File: config.mk
export PLATFORM = sky130hd
export DESIGN_NAME = reg_xfer_seq
export DESIGN_NICKNAME = d
export VERILOG_FILES = /design/src/rtl/reg_xfer_seq_pkg.sv /design/src/rtl/reg_xfer_seq.sv
export SDC_FILE = /design/constraint.sdc
export NUM_CORES = 1
export LEC_CHECK = 0
export ABC_CLOCK_PERIOD_IN_PS = 5250
export BUFFER_PORTS_ARGS = -buffer_cell sky130_fd_sc_hd__buf_4
export CORE_MARGIN = 5
export CORE_UTILIZATION = 35
export CTS_CLUSTER_SIZE = 16
export DETAILED_ROUTE_END_ITERATION = 10
export PLACE_DENSITY = 0.61
export RECOVER_POWER = 25
export SETUP_SLACK_MARGIN = 0.1
export SLEW_MARGIN = 5
export SYNTH_ARGS = -nofsm -noshare
export SYNTH_HDL_FRONTEND = slang
export SYNTH_SLANG_ARGS = --single-unit
export TNS_END_PERCENT = 10
File: constraint.sdc
create_clock -name clk_i -period 5.25 [get_ports clk_i]
set_input_delay 0.2625 -clock clk_i [delete_from_list [all_inputs] [get_ports clk_i]]
set_output_delay 0.2625 -clock clk_i [all_outputs]
set_load 0.01 [all_outputs]
File: src/rtl/reg_xfer_seq_pkg.sv
// reg_xfer_seq_pkg: shared CPU definitions used by the register-transfer sequencer.
//   reg_id_t    : architectural register ids (A, X, Y, SP, P). The 3-bit encoding
//                 leaves room for out-of-range ids, which the sequencer rejects.
//   xfer_kind_t : MOV / INC / DEC.
//   BYTE        : architectural register width.
//   P_N_BIT / P_Z_BIT : bit positions of N and Z in the status register.
//   Helpers     : legality check, 8-bit ALU for the transfer, N/Z merge into P.
package reg_xfer_seq_pkg;

   localparam int unsigned BYTE    = 8;
   localparam int unsigned P_N_BIT = 7;
   localparam int unsigned P_Z_BIT = 1;

   typedef enum logic [2:0] {
      REG_A  = 3'd0,
      REG_X  = 3'd1,
      REG_Y  = 3'd2,
      REG_SP = 3'd3,
      REG_P  = 3'd4
   } reg_id_t;

   typedef enum logic [1:0] {
      XK_MOV = 2'd0,
      XK_INC = 2'd1,
      XK_DEC = 2'd2
   } xfer_kind_t;

   // P is never a transfer operand, ids above P do not exist, and INC/DEC
   // must name the same register on both sides. The unused kind encoding is
   // rejected too, so a corrupted decode never writes the register file.
   function automatic logic xfer_legal(input xfer_kind_t kind,
                                       input reg_id_t    src,
                                       input reg_id_t    dst);
      logic ok;
      ok = 1'b1;
      if (src >= REG_P || dst >= REG_P) ok = 1'b0;
      if (kind != XK_MOV && src != dst) ok = 1'b0;
      if (kind != XK_MOV && kind != XK_INC && kind != XK_DEC) ok = 1'b0;
      return ok;
   endfunction

   // Wraps modulo 256 by construction.
   function automatic logic [BYTE-1:0] xfer_alu(input xfer_kind_t      kind,
                                                input logic [BYTE-1:0] operand);
      logic [BYTE-1:0] res;
      unique case (kind)
         XK_INC:  res = operand + BYTE'(1);
         XK_DEC:  res = operand - BYTE'(1);
         default: res = operand;
      endcase
      return res;
   endfunction

   // Replace only N and Z in a status byte; every other P bit is preserved.
   function automatic logic [BYTE-1:0] p_with_nz(input logic [BYTE-1:0] p,
                                                 input logic [BYTE-1:0] res);
      logic [BYTE-1:0] q;
      q          = p;
      q[P_N_BIT] = res[BYTE-1];
      q[P_Z_BIT] = (res == '0);
      return q;
   endfunction

endpackage

File: src/rtl/reg_xfer_seq.sv
// reg_xfer_seq: executes 6502 register-to-register transfers (TAX/TXA/TAY/TYA/
// TSX/TXS, INX/DEX/INY/DEY) against a single-port register file.
//
// Build option: define XFER_FLAGS_EN to add the FL_RD/FL_WR states that
// update P.N/P.Z after every legal op whose destination is not SP. Without it,
// P is never touched and every legal op completes in WR_DST.
//
// Ports:
//   clk_i, rstn_i            clock, asynchronous active-low reset
//   op_valid_i / op_ready_o  operation handshake from decode
//   op_kind_i, op_src_i, op_dst_i  operation fields
//   done_o                   one-cycle completion pulse
//   err_o                    one-cycle pulse with done_o for illegal ops
//   rf_addr_o, rf_we_o, rf_wdata_o  register-file port (data zero-extended)
//   rf_rdata_i               register-file read data, combinational from rf_addr_o
module reg_xfer_seq
   import reg_xfer_seq_pkg::*;
#(
   parameter int unsigned RF_DW = 16
) (
   input  logic             clk_i,
   input  logic             rstn_i,
   input  logic             op_valid_i,
   output logic             op_ready_o,
   input  xfer_kind_t       op_kind_i,
   input  reg_id_t          op_src_i,
   input  reg_id_t          op_dst_i,
   output logic             done_o,
   output logic             err_o,
   output reg_id_t          rf_addr_o,
   output logic             rf_we_o,
   output logic [RF_DW-1:0] rf_wdata_o,
   input  logic [RF_DW-1:0] rf_rdata_i
);

   typedef enum logic [2:0] {
      StIdle,
      StRdSrc,
      StWrDst,
      StErr
`ifdef XFER_FLAGS_EN
      ,
      StFlRd,
      StFlWr
`endif
   } state_e;

   state_e          state_q, state_d;
   xfer_kind_t      kind_q, kind_d;
   reg_id_t         src_q, src_d;
   reg_id_t         dst_q, dst_d;
   logic [BYTE-1:0] result_q, result_d;
`ifdef XFER_FLAGS_EN
   logic [BYTE-1:0] p_q, p_d;
`endif

   // Architectural data lives in the low byte; the rest of the read port is
   // deliberately ignored.
   logic unused_rdata_hi;
   assign unused_rdata_hi = ^rf_rdata_i[RF_DW-1:BYTE];

   // Gated by reset so decode never sees ready while the block is held in reset.
   assign op_ready_o = rstn_i && (state_q == StIdle);

   always_comb begin
      state_d    = state_q;
      kind_d     = kind_q;
      src_d      = src_q;
      dst_d      = dst_q;
      result_d   = result_q;
`ifdef XFER_FLAGS_EN
      p_d        = p_q;
`endif
      done_o     = 1'b0;
      err_o      = 1'b0;
      rf_addr_o  = REG_A;
      rf_we_o    = 1'b0;
      rf_wdata_o = '0;

      unique case (state_q)
         StIdle: begin
            if (op_valid_i && op_ready_o) begin
               kind_d  = op_kind_i;
               src_d   = op_src_i;
               dst_d   = op_dst_i;
               state_d = xfer_legal(op_kind_i, op_src_i, op_dst_i) ? StRdSrc : StErr;
            end
         end

         StRdSrc: begin
            rf_addr_o = src_q;
            result_d  = xfer_alu(kind_q, rf_rdata_i[BYTE-1:0]);
            state_d   = StWrDst;
         end

         StWrDst: begin
            rf_addr_o  = dst_q;
            rf_we_o    = 1'b1;
            rf_wdata_o = RF_DW'(result_q);
`ifdef XFER_FLAGS_EN
            // TXS does not affect flags, so it completes here.
            if (dst_q != REG_SP) begin
               state_d = StFlRd;
            end else begin
               done_o  = 1'b1;
               state_d = StIdle;
            end
`else
            done_o  = 1'b1;
            state_d = StIdle;
`endif
         end

         StErr: begin
            done_o  = 1'b1;
            err_o   = 1'b1;
            state_d = StIdle;
         end

`ifdef XFER_FLAGS_EN
         StFlRd: begin
            rf_addr_o = REG_P;
            p_d       = rf_rdata_i[BYTE-1:0];
            state_d   = StFlWr;
         end

         StFlWr: begin
            rf_addr_o  = REG_P;
            rf_we_o    = 1'b1;
            rf_wdata_o = RF_DW'(p_with_nz(p_q, result_q));
            done_o     = 1'b1;
            state_d    = StIdle;
         end
`endif

         default: begin
            state_d = StIdle;
         end
      endcase
   end

   always_ff @(posedge clk_i or negedge rstn_i) begin
      if (!rstn_i) begin
         state_q  <= StIdle;
         kind_q   <= XK_MOV;
         src_q    <= REG_A;
         dst_q    <= REG_A;
         result_q <= '0;
`ifdef XFER_FLAGS_EN
         p_q      <= '0;
`endif
      end else begin
         state_q  <= state_d;
         kind_q   <= kind_d;
         src_q    <= src_d;
         dst_q    <= dst_d;
         result_q <= result_d;
`ifdef XFER_FLAGS_EN
         p_q      <= p_d;
`endif
      end
   end

   // Structural invariants of the handshake and completion signalling.
   a_err_with_done : assert property (@(posedge clk_i) disable iff (!rstn_i)
      err_o |-> done_o);
   a_done_pulse : assert property (@(posedge clk_i) disable iff (!rstn_i)
      done_o |=> !done_o);
   a_busy_not_ready : assert property (@(posedge clk_i) disable iff (!rstn_i)
      (rf_we_o || done_o) |-> !op_ready_o);
   a_no_err_write : assert property (@(posedge clk_i) disable iff (!rstn_i)
      err_o |-> !rf_we_o);

endmodule

==> impl_metrics.tcl, run 1 <==
set metrics [dict create \
    dp_hpwl_um 2257 \
    io_pins 50 \
    cap_viol_max_count 0 \
    vias_per_cell 4.821 \
    fmax_mhz 387.0 \
    final_cell_mix "buf_4 (32), dfrtp_1 (18), a21oi_1 (13), nor2_1 (13), and2_1 (9)" \
    first_global_vias 1063 \
    portBuffers 33 \
    critPathMaxStageDelay_ps 560 \
    drtPass1Iterations 4 \
    routed-via-count 1128 \
    critPathTopFamily "adder cells" \
    drt_iter0_drc 81 \
    status "finished, final reports clean" \
    synth-seq-cells 18 \
    timing.slew.headroom 0.3270 \
    grt_max_degree 21 \
    crit_arrival_ps 2750 \
    min_period_ps 2584 \
    yosysWarnings 0 \
    cp_cell_sequence "inv_1 -> ha_1 -> xor2_1 -> ha_1 -> nor3b_1 -> o21ai_1 -> a21o_1 -> a21oi_1 -> mux2_1 -> o221ai_1" \
    fp.coreArea_sq_um 3971 \
    area_growth_pct 18.73 \
    p_sw_uw 370.1 \
    crit_type "reg -> reg" \
    n_antenna_cell 0 \
    die_area_sq_um 5440 \
    p_seq_frac 0.266 \
    synth_seq_area_share 0.3166 \
    crit_buf_inv 1 \
    clock-skew-final_ps 2.233 \
    cp-end-kind "flop" \
    final_nets 220 \
    tightest_slew_ps 1009 \
    overflow 0 \
    rsz0062_at_grt "false" \
    drc 0 \
    fin_area_sq_um 1689 \
    setup-tns-final_ps 0 \
    drive_gt1_frac 0.2609 \
    grt_first_pass_wirelength_um 4781 \
    wirelength_um 2921 \
    critPathMostFrequentCell "ha_1" \
    power.density_nw_per_um2 548.2 \
    dieWidth_um 73.76 \
    placedInstanceArea_sq_um 1628 \
    initial_core_util 0.3582 \
    clockBufferDepth 2 \
    required_ps 5410 \
    p_clk_frac 0.120 \
    cts.sinks 18 \
    finalSetupViolCount 0 \
    post_cts_buffers 0 \
    cts_buffers 3 \
    crit_fanout 20 \
    grtUsageTotal 0.1110 \
    p_comb_frac 0.614 \
    postRouteAntennaNets 0 \
    ir_worst_vdd_v 0.0002767 \
    netlist_area_sq_um 1423 \
    clk_latency_ps 250 \
    cts_tree "built" \
    clkTransAtPathRegs_ps 70 \
    drv_slew 0 \
    h-tree-depth 1 \
    wl_per_cell_um 12.48 \
    hold_viol 0 \
    avgSynthCellArea_sq_um 8.947 \
    switching_share 0.3997 \
    p_int_uw 555.9 \
    gp_congestion 0.7832 \
    critPathLaunchType "flop" \
    root_buffer "clkbuf_8" \
    period_share 0.4922 \
    synth.distinct_cells 44 \
    final_common_cell "buf_4" \
    rows 23 \
    netlist_instances 159 \
    die_h_um 73.76 \
    p_leak_uw 0.0007651 \
    slowest_stage "ha_1" \
    antenna_found_initial 0 \
    hold_class "in -> reg" \
]
## sequential cells by signal, indices dropped and copies added, names as in the netlist
name / flops
dst_q: 3
result_q: 8
state_q: 2
kind_q: 2
src_q: 3
## cell usage after synthesis, drive strengths merged
library cell | number | area share
a21o | 1 | 0.0053
nand3 | 3 | 0.011
a21oi | 13 | 0.046
conb | 1 | 0.0026
o21ai | 8 | 0.031
a41o | 2 | 0.014
o31a | 1 | 0.0062
a22oi | 3 | 0.016
nor2b | 4 | 0.018
xor2 | 3 | 0.018
inv | 6 | 0.016
a31oi | 1 | 0.0044
dfrtp | 18 | 0.32
and3b | 2 | 0.012
and2 | 10 | 0.046
clkbuf | 5 | 0.013
nand2 | 8 | 0.023
nand3b | 2 | 0.011
nor3b | 2 | 0.011
a2111oi | 1 | 0.011
buf | 15 | 0.079
xnor2 | 7 | 0.043
mux2 | 8 | 0.063
nand4bb | 1 | 0.0079
nor2 | 13 | 0.034
ha | 8 | 0.070
o221ai | 1 | 0.0062
mux2i | 2 | 0.014
o22ai | 1 | 0.0044
or2 | 3 | 0.013
nor4b | 1 | 0.0062
nand4b | 2 | 0.012
o21a | 1 | 0.0053
a32oi | 1 | 0.0062
nand4 | 1 | 0.0044
## path summary, 6_finish.rpt
| kind | startpoint | to | cells after the start | slack (ps) |
|---|---|---|---|---|
| min reg2reg | src_q[2]$_DFFE_PN0P_ | src_q[2]$_DFFE_PN0P_ | 2 | 480 |
| min | op_src_i[0] | src_q[0]$_DFFE_PN0P_ | 2 | 260 |
| max reg2reg | kind_q[0]$_DFFE_PN0P_ | result_q[6]$_DFFE_PN0P_ | 10 | 2670 |
| max in group asynchronous | rstn_i | result_q[6]$_DFFE_PN0P_ | 2 | 3940 |
| min in group asynchronous | rstn_i | result_q[2]$_DFFE_PN0P_ | 2 | 700 |
| max | kind_q[0]$_DFFE_PN0P_ | result_q[6]$_DFFE_PN0P_ | 10 | 2670 |
## power by group through the flow
stage / sequential [uW] / clock, uW / combinational (uW)
global route: 255 / 122 / 640
detailed placement: 250 / 0 / 575
finish: 247 / 111 / 568
floorplan: 239 / 0 / 432
global placement: 248 / 0 / 570
CTS: 247 / 115 / 578
## timing repair
action                                 in CTS  in global routing
resized for setup                           0                  0
endpoints found under the hold margin      18                  0
hold buffers                                1                  0
## final cells by class
type / instances / area, sq um
sequential: 18 / 450.4
tap: 50 / 62.56
fill: 420 / 2282
inverter: 6 / 22.52
timing repair buffer: 34 / 254.0
clock buffer: 4 / 55.05
multi-input combinational: 122 / 844.6
## per-layer routing
layer  track usage  wire [um]
met1        0.1394       1330
met2        0.1939       1388
met5             0          0
met3       0.03557        197
met4      0.006036          4
## logic make-up after synthesis
kind of cell             after synthesis  synth area share
XOR/XNOR                              10           0.06157
other                                  1          0.002636
adder cells (fa/ha/maj)                8           0.07036
AND/OR/NAND/NOR                       52            0.2084
flip-flops                            18            0.3166
buffers and inverters                 26            0.1082
AO/OA/AOI/OAI                         34            0.1548
multiplexers                          10           0.07740
## through the flow
step	utilization	cells	hold slack (ps)	total power, uW	worst slack [ps]
5_1_grt	0.4253	234	247.5	1016	2504
3_3_place_gp	0.4099	229	147.8	818.1	2700
2_1_floorplan	-	166	-33.09	671.0	3005
3_5_place_dp	0.4099	229	149.3	824.4	2687
4_1_cts	0.4263	234	255.2	940.0	2661
6_report	0.4253	234	258.3	926.0	2666
## worst reg2reg max path, stage by stage (launching register included)
cell and delay [ps]:
dfrtp_1 370, inv_1 80, ha_1 560, xor2_1 200, ha_1 240, nor3b_1 200
o21ai_1 110, a21o_1 200, a21oi_1 140, mux2_1 330, o221ai_1 70
Power figures use the tool's default switching activity.
==> run 2, diff against run 1 <==
--- a/config.mk
+++ b/config.mk
@@ -5,7 +5,8 @@
 export SDC_FILE = /design/constraint.sdc
 export NUM_CORES = 1
 export LEC_CHECK = 0
-export ABC_CLOCK_PERIOD_IN_PS = 5250
+export ABC_AREA = 1
+export ABC_CLOCK_PERIOD_IN_PS = 2650
 export BUFFER_PORTS_ARGS = -buffer_cell sky130_fd_sc_hd__buf_4
 export CORE_MARGIN = 5
 export CORE_UTILIZATION = 35
==> constraint.sdc (replaced) <==
create_clock -name clk_i -period 2.65 [get_ports clk_i]
set_input_delay 0.1325 -clock clk_i [delete_from_list [all_inputs] [get_ports clk_i]]
set_output_delay 0.1325 -clock clk_i [all_outputs]
set_load 0.01 [all_outputs]
==> run 2 against run 1 <==
  * Synthesized cell count grew 45%
  * Clock skew grew 1.0 ps
  * Final cell count grew 33%
  * Register-to-register slack lost 1900 ps
  * Non-clock buffer count grew 2
  * Via count grew 22%
  * Worst setup slack lost 1900 ps
  * Largest cell class unchanged
  * Clock power grew 68%
==> impl_metrics.tcl, run 2 <==
set metrics [dict create \
    clk_latency_ps 250 \
    overflow 0 \
    final_cell_mix "nand2_1 (84), inv_1 (36), buf_4 (35)" \
    synth-seq-cells 18 \
    placedInstanceArea_sq_um 1763 \
    h-tree-depth 1 \
    clockBufferDepth 2 \
    synth.area.top_cells "dfrtp_1 (30%), nand2_1 (21%), inv_1 (9.0%), ha_1 (6.6%), nand3_1 (5.3%)" \
    synth-xor-area-share 0.01743 \
    dieWidth_um 75.64 \
    n_antenna_cell 0 \
    synthAdderAreaFrac 0.06639 \
    drt_iter0_drc 62 \
    cts_buffers 3 \
    synth_top_area_share 0.2988 \
    finalSetupViolCount 0 \
    avgSynthCellArea_sq_um 6.527 \
    synth_top_family_by_area "simple AND/OR/NAND/NOR gates" \
    die_h_um 75.64 \
    drc 0 \
    synth_ff_type "dfrtp_1" \
    io_pins 50 \
    worst_slack_ps 792.1 \
    dp_hpwl_um 2598 \
    cts.sinks 18 \
    grt_max_degree 20 \
    synth_compound_area_frac 0.1029 \
    synth_commonest_cells "nand2_1 (84), inv_1 (36), dfrtp_1 (18), nand3_1 (16), o21ai_0 (12)" \
    area_growth_pct 20.33 \
    fin_area_sq_um 1814 \
    yosysWarnings 0 \
    netlist_area_sq_um 1508 \
    crit_arrival_ps 2050 \
    cts_tree "built" \
    post_cts_buffers 0 \
    cp_cell_sequence "ha_1 -> inv_1 -> nand2_1 -> nand2_1 -> inv_1 -> ha_1 -> a21o_1 -> or2_1 -> a21oi_1 -> o22a_1" \
    ir_worst_vdd_v 0.0004681 \
    drive_gt1_frac 0.1947 \
    netlist_instances 231 \
    synthArstFlopShare 1.000 \
    drtPass1Iterations 4 \
    cp-end-kind "flop" \
    crit_fanout 5 \
    synth_mux_area_frac 0 \
    gp_congestion 0.8065 \
    critPathMaxStageDelay_ps 400 \
    required_ps 2840 \
    die_area_sq_um 5721 \
    fmax_mhz 538.3 \
    antenna_found_initial 0 \
    fp.coreArea_sq_um 4086 \
    pre_cts_ws_ps 802.3 \
    critPathTopFamily "compound AO/OA/AOI/OAI gates" \
    critPathLaunchType "flop" \
    slowest_stage "dfrtp_1" \
    p_leak_uw 0.001079 \
    portBuffers 33 \
    wl_per_cell_um 10.21 \
    clkTransAtPathRegs_ps 60 \
    grt_first_pass_wirelength_um 5506 \
    hold_class "in -> reg" \
    initial_core_util 0.3690 \
    hp-start "op_dst_i[0]" \
    power.density_nw_per_um2 1006 \
    period_share 0.7011 \
    grtUsageTotal 0.1226 \
    top_regs "result_q x8, dst_q x3, src_q x3" \
    largest_reg_flops 8 \
    rsz0062_at_grt "false" \
    routed-via-count 1374 \
    top_register "result_q" \
    clock-skew-final_ps 3.263 \
    status "finished, final reports clean" \
    hold_viol 0 \
    first_global_vias 1274 \
    setup-tns-final_ps 0 \
    min_period_ps 1858 \
    synth.distinct_cells 30 \
    crit_buf_inv 2 \
    root_buffer "clkbuf_8" \
    vias_per_cell 4.404 \
    synth_edf_count 0 \
    synth_most_common_cell "nand2_1" \
    yosys.area.top_type "dfrtp_1" \
    wirelength_um 3184 \
    final_nets 299 \
    drv_slew 0 \
    rows 23 \
    final_common_cell "nand2_1" \
    synth_seq_area_share 0.2988 \
    yosys.area_share.simple 0.3535 \
    finalPower_uw 1825 \
    startpoint "kind_q[1]$_DFFE_PN0P_" \
    postRouteAntennaNets 0 \
    cap_viol_max_count 0 \
    crit_type "reg -> reg" \
    worst_r2r_startpoint "kind_q[1]$_DFFE_PN0P_" \
]
-- run 2: logic make-up (layout without fill, tap and decap cells) --
family | Yosys count | count (layout)
flip-flops | 18 | 18
buffers and inverters | 53 | 77
AO/OA/AOI/OAI | 26 | 26
other | 1 | 8
adder cells (fa/ha/maj) | 8 | 8
XOR/XNOR | 3 | 3
AND/OR/NAND/NOR | 122 | 122
-- run 2: metrics by stage --
step / std cells / hold WS (ps) / util
after floorplan: 238 / -163.1 / -
after global placement: 308 / 18.92 / 0.4314
after detailed placement: 308 / 20.77 / 0.4314
after CTS: 312 / 89.15 / 0.4440
after global routing: 312 / 98.94 / 0.4440
final: 312 / 94.11 / 0.4440
-- run 2: layer usage --
| layer | GRT usage | part of all wire |
|---|---|---|
| met1 | 0.1606 | 0.46 |
| met5 | 0 | 0 |
| met4 | 0.02330 | 0.0079 |
| met3 | 0.02902 | 0.061 |
| met2 | 0.2071 | 0.47 |
-- run 2: final timing paths --
kind	end	slack (ps)	cells past startpoint
worst min register to register	src_q[0]$_DFFE_PN0P_	480	2
max in group asynchronous	dst_q[1]$_DFFE_PN0P_	2170	2
worst min-delay path	dst_q[0]$_DFFE_PN0P_	90	3
min in group asynchronous	result_q[4]$_DFFE_PN0P_	280	2
worst max-delay path	result_q[2]$_DFFE_PN0P_	790	10
worst max register to register	result_q[2]$_DFFE_PN0P_	790	10
-- run 2: power by group --
part | leakage [uW] | switching, uW | internal (uW)
logic | 0.000837 | 679 | 481
registers | 0.000220 | 69.1 | 410
clock network | 0.0000216 | 84.8 | 101
-- run 2: area by class of cell --
cell class | count | area [sq um]
Clock buffer | 3 | 41.29
Fill cell | 460 | 2272
Inverter | 38 | 142.6
Multi-Input combinational cell | 167 | 844.6
Sequential cell | 18 | 450.4
Tap cell | 50 | 62.56
Timing Repair Buffer | 36 | 272.8
-- run 2: what timing repair did --
action | CTS | global route
resized for setup | 0 | 0
hold buffers | 1 | 0
endpoints found under the setup margin | 0 | 0
hold endpoints to repair | 18 | 0
-- run 2: tightest hold or removal path, cell delays in order --
cell	delay [ps]
buf_4	90
nand2_1	50
nand2_1	50
==> run 3, diff against run 2 <==
--- a/config.mk
+++ b/config.mk
@@ -6,13 +6,13 @@
 export NUM_CORES = 1
 export LEC_CHECK = 0
 export ABC_AREA = 1
-export ABC_CLOCK_PERIOD_IN_PS = 2650
+export ABC_CLOCK_PERIOD_IN_PS = 1700
 export BUFFER_PORTS_ARGS = -buffer_cell sky130_fd_sc_hd__buf_4
 export CORE_MARGIN = 5
 export CORE_UTILIZATION = 35
 export CTS_CLUSTER_SIZE = 16
 export DETAILED_ROUTE_END_ITERATION = 10
-export PLACE_DENSITY = 0.61
+export PLACE_DENSITY = 0.63
 export RECOVER_POWER = 25
 export SETUP_SLACK_MARGIN = 0.1
 export SLEW_MARGIN = 5
==> constraint.sdc (replaced) <==
create_clock -name clk_i -period 1.7 [get_ports clk_i]
set_input_delay 0.085 -clock clk_i [delete_from_list [all_inputs] [get_ports clk_i]]
set_output_delay 0.085 -clock clk_i [all_outputs]
set_load 0.01 [all_outputs]
==> run 3 against run 2 <==
  * The flow now finishes with violations (setup timing)
  * Sequential power increased by 57%
  * Worst setup slack worse by 790 ps
  * Sequential cell count did not move
  * Non-clock buffer count grew 8
  * Sequential share of layout area is 2.1 points lower
  * Wire length up 3.3%
  * Global-route usage up 0.27 points
  * First-iteration DRC count is 21% higher
  * Critical path type unchanged
  * Highest routed layer unchanged
==> impl_metrics.tcl, run 3 (synthesized netlist as in run 2, its figures left out) <==
set metrics [dict create \
    use_met1 0.1590 \
    met2_usage 0.2090 \
    grt_first_pass_wirelength_um 5595 \
    critPathLaunchType "flop" \
    hold_viol 0 \
    r2r-end "result_q[2]$_DFFE_PN0P_" \
    portBuffers 33 \
    p_leak_uw 0.001123 \
    holdWs_ps 41.20 \
    violations "setup timing" \
    finalSetupViolCount 1 \
    drtPass1Iterations 4 \
    top_regs "result_q x8, dst_q x3, src_q x3" \
    p_int_uw 1787 \
    multiInputGateArea_sq_um 928.4 \
    final_core_util 0.4856 \
    power.density_nw_per_um2 1612 \
    cp-end-kind "flop" \
    drt_iter0_drc 75 \
    grtUsageTotal 0.1252 \
    gr-usage-met3 0.03826 \
    root_buffer "clkbuf_8" \
    rows 23 \
    pre_cts_ws_ps 5.342 \
    reg2reg_depth 10 \
    final_common_cell "nand2_1" \
    wl_per_cell_um 10.25 \
    crit_arrival_ps 1890 \
    min_period_ps 1703 \
    final_nets 307 \
    status "finished with violations" \
    p_clk_frac 0.107 \
    die_area_sq_um 5721 \
    clockBufferDepth 2 \
    worst_slack_ps -2.705 \
    fp.coreArea_sq_um 4086 \
    p_sw_uw 1412 \
    crit_end "result_q[2]$_DFFE_PN0P_" \
    routed-via-count 1431 \
    dieWidth_um 75.64 \
    clk_latency_ps 250 \
    cts_tree "built" \
    period_share 1.002 \
    rsz0062_at_grt "true" \
    switching_share 0.4415 \
    cap_viol_max_count 0 \
    overflow 0 \
    initial_core_util 0.3690 \
    antenna_found_initial 0 \
    fill_cells 447 \
    clkTransAtPathRegs_ps 70 \
    fmax_mhz 587.3 \
    dp_hpwl_um 2643 \
    gp_congestion 0.8438 \
    ir_worst_vdd_v 0.0007118 \
    h-tree-depth 1 \
    io_pins 50 \
    p_comb_frac 0.659 \
    regToRegSetupSlack_ps -3 \
    hold_class "in -> reg" \
    vias_per_cell 4.458 \
    postRouteAntennaNets 0 \
    die_h_um 75.64 \
    n_antenna_cell 0 \
    p_seq_frac 0.235 \
    largest_reg_flops 8 \
    crit_fanout 4 \
    cts.sinks 18 \
    drv_slew 0 \
    grt_max_degree 20 \
    top_register "result_q" \
    clock-skew-final_ps 2.366 \
    ff_latch_area_sq_um 450.4 \
    final_cell_mix "nand2_1 (77), buf_4 (42), inv_1 (31)" \
    cts_buffers 3 \
    grt.busiest_layer "met2" \
    area_growth_pct 31.62 \
    crit_type "reg -> reg" \
    worst_r2r_startpoint "kind_q[1]$_DFFE_PN0P_" \
    drive_gt1_frac 0.3063 \
    startpoint "kind_q[1]$_DFFE_PN0P_" \
    drc 0 \
    required_ps 1890 \
    first_global_vias 1360 \
    wirelength_um 3290 \
]
run 3: worst min-delay path by stage:
stage,startpoint,cells past startpoint,slack (ps),endpoint
after global routing,op_src_i[0],3,30,src_q[0]$_DFFE_PN0P_
after floorplan,rstn_i,0,-210,dst_q[0]$_DFFE_PN0P_
final,op_dst_i[0],3,40,dst_q[0]$_DFFE_PN0P_
after global placement,rstn_i,1,-30,result_q[7]$_DFFE_PN0P_
after detailed placement,rstn_i,1,-30,state_q[0]$_DFFE_PN0P_
after CTS,op_dst_i[0],3,40,dst_q[0]$_DFFE_PN0P_
run 3: what timing repair did:
item / CTS / global route
gates resized for setup: 2 / 20
gates cloned: 0 / 0
buffers inserted: 0 / 2
setup endpoints to repair: 12 / 11
hold buffers: 1 / 0
hold endpoints to repair: 18 / 0
pin swaps: 1 / 11
run 3: worst max-delay path: stages, from the launching register on:
cell,delay (ps)
dfrtp_1,410
ha_4,200
inv_2,60
nand2_2,60
nand2_2,60
inv_2,40
ha_4,140
a21o_4,190
or2_1,240
a21oi_2,130
o22a_1,120
run 3: area by class of cell:
type	instances	area share
Tap cell	50	0.03153
Inverter	38	0.07188
Clock buffer	4	0.02774
Timing Repair Buffer	44	0.1740
Sequential cell	18	0.2270
Multi-Input combinational cell	167	0.4678
run 3: metrics by stage:
| step | cells | TNS (ps) | power [uW] | cell area [sq um] |
|---|---|---|---|---|
| after floorplan | 238 | 0 | 2072 | 1549 |
| after global placement | 314 | 0 | 2723 | 1836 |
| after detailed placement | 314 | 0 | 2742 | 1836 |
| after CTS | 319 | 0 | 3104 | 1906 |
| after global routing | 321 | -343.7 | 3564 | 1984 |
| final | 321 | -2.705 | 3199 | 1984 |
run 3: power by group through the flow:
stage | registers (uW) | clock network, uW | logic [uW]
after detailed placement | 759 | 0 | 1980
after CTS | 750 | 348 | 2010
after global placement | 754 | 0 | 1970
after global routing | 774 | 372 | 2420
final | 751 | 341 | 2110
after floorplan | 739 | 0 | 1330
run 3: per-layer routing:
layer,share of wire,vias to the layer above
li1,-,765
met1,0.45,628
met2,0.47,33
met3,0.064,5
met4,0.0079,0
met5,0,-
